`src/rtl/product_window_stats.sv`:
```
// Reduces every WINDOW valid product samples to sum/max/min/mean and presents
// the result on a valid/ready port. A completion that cannot be delivered is dropped and flags overrun.
module product_window_stats #(
    parameter int WINDOW = 8,
    parameter int DATA_W = 8
) (
    input  logic                          clock,
    input  logic                          reset,
    input  logic [DATA_W-1:0]             y,
    input  logic                          y_valid,
    input  logic                          clear,
    input  logic                          out_ready,
    output logic                          out_valid,
    output logic [DATA_W+$clog2(WINDOW)-1:0] sum,
    output logic [DATA_W-1:0]             max,
    output logic [DATA_W-1:0]             min,
    output logic [DATA_W-1:0]             mean,
    output logic [$clog2(WINDOW):0]       fill,
    output logic                          overrun
);

    localparam int CNT_W = $clog2(WINDOW);
    localparam int SUM_W = DATA_W + CNT_W;
    localparam logic [CNT_W:0] LAST = (CNT_W+1)'(WINDOW - 1);

    logic [SUM_W-1:0]  acc_sum;
    logic [DATA_W-1:0] acc_max;
    logic [DATA_W-1:0] acc_min;

    logic              take;
    logic              done;
    logic [SUM_W-1:0]  nxt_sum;
    logic [DATA_W-1:0] nxt_max;
    logic [DATA_W-1:0] nxt_min;

    // Values the accumulators would hold after taking this cycle's sample.
    always_comb begin
        take    = y_valid && !clear;
        done    = take && (fill == LAST);
        nxt_sum = SUM_W'(y);
        nxt_max = y;
        nxt_min = y;
        if (fill != '0) begin
            nxt_sum = acc_sum + SUM_W'(y);
            nxt_max = (y > acc_max) ? y : acc_max;
            nxt_min = (y < acc_min) ? y : acc_min;
        end
    end

    always_ff @(posedge clock) begin
        if (!reset) begin
            acc_sum   <= '0;
            acc_max   <= '0;
            acc_min   <= '0;
            fill      <= '0;
            out_valid <= 1'b0;
            sum       <= '0;
            max       <= '0;
            min       <= '0;
            mean      <= '0;
            overrun   <= 1'b0;
        end else begin
            if (clear) begin
                acc_sum <= '0;
                acc_max <= '0;
                acc_min <= '0;
                fill    <= '0;
                overrun <= 1'b0;
            end else if (take) begin
                acc_sum <= nxt_sum;
                acc_max <= nxt_max;
                acc_min <= nxt_min;
                fill    <= done ? '0 : fill + (CNT_W+1)'(1);
            end

            if (out_valid && out_ready)
                out_valid <= 1'b0;

            // The held slot frees up on a transfer edge, so a same-edge completion may load.
            if (done) begin
                if (!out_valid || out_ready) begin
                    out_valid <= 1'b1;
                    sum       <= nxt_sum;
                    max       <= nxt_max;
                    min       <= nxt_min;
                    mean      <= nxt_sum[SUM_W-1:CNT_W];
                end else begin
                    overrun   <= 1'b1;
                end
            end
        end
    end

endmodule

```
`config.mk`:
```
export PLATFORM = sky130hd
export DESIGN_NAME = product_window_stats
export DESIGN_NICKNAME = d
export VERILOG_FILES = /design/src/rtl/product_window_stats.sv
export SDC_FILE = /design/constraint.sdc
export NUM_CORES = 1
export LEC_CHECK = 0
export CAP_MARGIN = 10
export CORE_MARGIN = 4
export CORE_UTILIZATION = 58
export DETAILED_ROUTE_END_ITERATION = 7
export PLACE_DENSITY = 0.86
export SETUP_SLACK_MARGIN = 0.3
export SYNTH_ARGS = -nofsm -noshare
export SYNTH_HDL_FRONTEND = slang
export SYNTH_SLANG_ARGS = --single-unit
```
`constraint.sdc`:
```
create_clock -name clock -period 5.5 [get_ports clock]
set_clock_uncertainty 0.1 [all_clocks]
set_input_delay 1.1 -clock clock [delete_from_list [all_inputs] [get_ports clock]]
set_output_delay 1.1 -clock clock [all_outputs]
set_load 0.01 [all_outputs]
```
After elaboration in Yosys (flattened, before gate mapping) --
Cells that the tools add are included.
Storage, ports and cells: logic and storage cells 37, output and inout port bits 41, bits of input ports 13, register bits after elaboration 68
Operators by class: order comparisons 2, multiplexer cells 12, equality and inequality tests 1, add/sub/neg operators 2, reductions and logical operators 9, bitwise operators 1
Operators with widths (count):
- 8-bit 2-to-1 mux | 4
- 11-bit by 8-bit adder with 11-bit output | 1
- 11-bit 2-to-1 mux | 1
- 8-bit > comparator | 1
- 8-bit < comparator | 1
- 1-bit 2-to-1 mux | 6
- 4-bit by 1-bit adder with 4-bit output (second input constant) | 1
- 4-bit by 3-bit equality test with 1-bit output (second input constant) | 1
- 4-bit 2-to-1 mux | 1
- 4-bit nonzero test | 1
- 1-bit logical AND | 3
- 1-bit logical NOT | 2
- 2-bit AND reduction | 1
- 2-bit OR reduction | 1
- 1-bit logical OR | 1
- 1-bit NOT | 1

Depth between registers and ports, before layout --
depth after elaboration 4, gate-level depth with buffers 9, depth with buffers taken out 9

Worst setup path after synthesis --
Ideal clock, no wire load.
kind in2reg, start in y[0], end reg sum[10], library setup time 0.086 ns, stages 9, slack 2.709 ns, data required time 5.314 ns, buffers on the path 0, arrival time 2.605 ns, cell sequence ha_1 -> inv_1 -> fa_1 -> nor2b_1 -> o31a_1 -> o21a_1 -> o211ai_1 -> xor2_1 -> a211oi_1
On the way: word-level cells in the longest chain between the ends 2
RTL lines:
- start, declared | line 9 | input logic [DATA_W-1:0] y,
- 11-bit by 8-bit adder with 11-bit output | line 44 | nxt_sum = acc_sum + SUM_W'(y);
- 11-bit 2-to-1 mux | line 43 | if (fill != '0) begin
- end signal, assigned | line 83 | sum <= nxt_sum;
- end, declared | line 14 | output logic [DATA_W+$clog2(WINDOW)-1:0] sum,
Every way passes these cells. A chain may end at the register's enable or synchronous reset.

Final worst setup path --
start in y[3], end reg acc_max[1]
On the way: word-level cells in the longest chain between the ends 3
RTL lines:
- 8-bit > comparator | line 45 | nxt_max = (y > acc_max) ? y : acc_max;
- 8-bit 2-to-1 mux | line 45
- 8-bit 2-to-1 mux | line 43
- end signal, assigned | line 71 | acc_max <= nxt_max;
- end, declared | line 27 | logic [DATA_W-1:0] acc_max;
Every way passes these cells.

==> impl_metrics.tcl <==
set metrics [dict create \
    synth-main-ff-cell "dfxtp_1" \
    cts.hold.buffers_added 0 \
    num_ports 54 \
    grt_use_total_pct 24.2 \
    worst_min_path_start "acc_max[2]" \
    floorplan.die.height_um 83.4 \
    detailedPlacementHpwl_um 5780 \
    clkSinkCount 60 \
    vias_in_the_first_global_route 2851 \
    slew-limit-headroom_pct 52.9 \
    antenna_violating_nets_post_route 0 \
    nets 464 \
    numCtsBuffers 9 \
    rows 27 \
    synth_seq_cells 60 \
    fin_tns_setup_ns 0 \
    num_vias 2939 \
    effective_utilization_at_floorplan_pct 59.9 \
    holdPathStages 2 \
    place_congestion 0.912 \
    port_buffers 53 \
    areaGrowthSynthToFinish_pct 22.0 \
    firstDrtPassIters 4 \
    ys_warn_count 0 \
    startpoint_kind_of_the_worst_setup_timing_path "input port" \
    antenna_cells_inserted 0 \
    dieArea_um2 6960 \
    cp-end-kind "flip-flop" \
    syn-instance-count 386 \
    finish.cell_count_without_fillers 502 \
    power.ir.vdd_worst_v 0.000170 \
    post_synth_top_area_cell "dfxtp_1" \
    synth-edff-count 0 \
    layout_worst_path_cycle_share_pct 61.4 \
    layout-drive-gt1-share_pct 6.05 \
    design_power_total_mw 1.02 \
    worst-endpoint-required_ns 5.67 \
    synth.area.top_cells "dfxtp_1, ha_1, mux2i_1" \
    clock_tree.buffer_depth 2 \
    grt_overflow_total 0 \
    post_synthesis_net_count 425 \
    fin_crit_ns 3.38 \
    final-hold-violation-count 0 \
    worst-path-max-fanout 9 \
    setup_viol 0 \
    sequential_cell_area_fraction_in_the_yosys_report_pct 36.4 \
    final_max_slew_viol_count 0 \
    grt_setup_unrepaired "no" \
    power_per_cell_area_nw_per_um2 252 \
    cts_tree "done" \
    route.detailed.vias_per_inst 5.85 \
    worst-slew-pin-transition_ns 0.705 \
    post_cts_resize_count 0 \
    drt_first_iter_violations 198 \
    yosys.area.top_type_share_pct 36.4 \
    htree_levels 3 \
    netlist_top_cells_count "dfxtp_1, o21ai_0, nand2_1" \
    synth_area_um2 3300 \
    grt_antenna_before_repair 0 \
    drv.max_cap_violation_count 0 \
    rrSetupSlack_ns 3.02 \
    worstHoldEndpoint "acc_max[2]" \
    post_synth_num_cell_types 49 \
    dpl_worst_slack_ns 1.82 \
    holdCritPathClass "flip-flop to flip-flop" \
    ff2ff_path_depth 6 \
    hold_ws_ns 0.385 \
    postLayoutSetupSlackWorst_ns 2.12 \
    most_instantiated_library_cell_after_synthesis "dfxtp_1" \
    wire_length_of_the_first_global_routing_pass_um 13500 \
    setup.worst_path.class "input port to flip-flop" \
    clock_insertion_delay_worst_skew_ns 0.35 \
    outcome "complete, no violations" \
    worst_r2r_startpoint "fill[0]" \
    number_of_setup_buffers_added_after_cts 0 \
    worst_setup_hold_path_clk_slew_ns 0.07 \
    grt_start_max_net_pins 52 \
    timing.critical_path.arrival_ns 3.55 \
    core_um2 5510 \
    async_reset_ff_share_pct 0 \
    p_leak_nw 1.57 \
    drt-wirelength-per-cell_um 16.3 \
    maxClockFrequency_mhz 296 \
    floorplan.die.width_um 83.4 \
    clock-root-buffer "clkbuf_8" \
    numPlacedInstances 486 \
    avgSynthCellArea_um2 8.55 \
    post-route-drc-count 0 \
    reg2reg_to "acc_max[1]" \
    detail_route.wirelength_um 8190 \
]
[layer usage]
layer,up-vias,part of all wire [%],routed length (µm),GRT usage (%)
li1,1447,-,-,-
met1,1365,40,3290,27.8
met2,106,51,4160,41.7
met3,21,6.4,527,6.25
met4,0,2.6,212,11.5
met5,-,0,0,0
[flip-flops by register name (all words and copies together), names as in the netlist]
| name | flops |
|---|---|
| min | 8 |
| sum | 11 |
| acc_sum | 11 |
| acc_max | 8 |
| max | 8 |
| out_valid | 1 |
| overrun | 1 |
| acc_min | 8 |
| fill | 4 |
[critical path, cell delays in order]
cell and delay (ns):
clkdlybuf4s50_1 0.58, ha_1 0.42, nand4_1 0.14, o31a_1 0.27
a311o_1 0.55, nand2_4 0.27, mux2i_1 0.22
[per-stage QoR]
step	cell area [µm²]	utilization, %
final	4030	73.1
after global routing	4030	73.1
after CTS	4030	73.1
after detailed placement	3800	69.0
after global placement	3800	69.0
after floorplan	3300	-
[final cells by class]
cell class / instances / area (µm²)
well taps: 72 / 90.1
clock buffers: 10 / 138
flip-flops and latches: 60 / 1200
inverters: 22 / 82.6
clock inverters: 6 / 87.6
fillers: 413 / 1480
repair buffers: 56 / 553
multi-input cells: 276 / 1870
[cell families after synthesis]
| family | synth area share [%] |
|---|---|
| compound gates | 20.6 |
| xor+xnor | 1.59 |
| fa+ha+maj | 10.1 |
| buf+inv | 6.90 |
| flops | 36.4 |
| mux | 8.80 |
| simple gates | 15.7 |
[worst max path at each step]
stage,startpoint,end,slack (ns)
2_1_floorplan,y[0],sum[10],2.71
3_3_place_gp,y[7],max[1],1.88
3_5_place_dp,y[2],acc_max[0],1.82
4_1_cts,y[7],acc_max[1],2.14
5_1_grt,y[1],acc_sum[9],1.93
6_report,y[3],acc_max[1],2.12
[layout by cell type (no fill, tap or decap), drive strengths merged, types with 17 or more instances in the layout]
master / synthesis / final
ha: 25 / 25
mux2i: 29 / 29
a21oi: 30 / 30
inv: 22 / 22
nand2: 36 / 36
a211oi: 17 / 17
clkdlybuf4s50: 0 / 53
nor2: 30 / 30
dfxtp: 60 / 60
o21ai: 42 / 42
[report_power, final]
part,internal [mW],switching [mW],leakage (nW)
Sequential,0.441,0.00571,0.486
Clock,0.267,0.184,0.116
Combinational,0.0466,0.0705,0.963
Total,0.755,0.261,1.57
(Power assumes the default switching activity.)
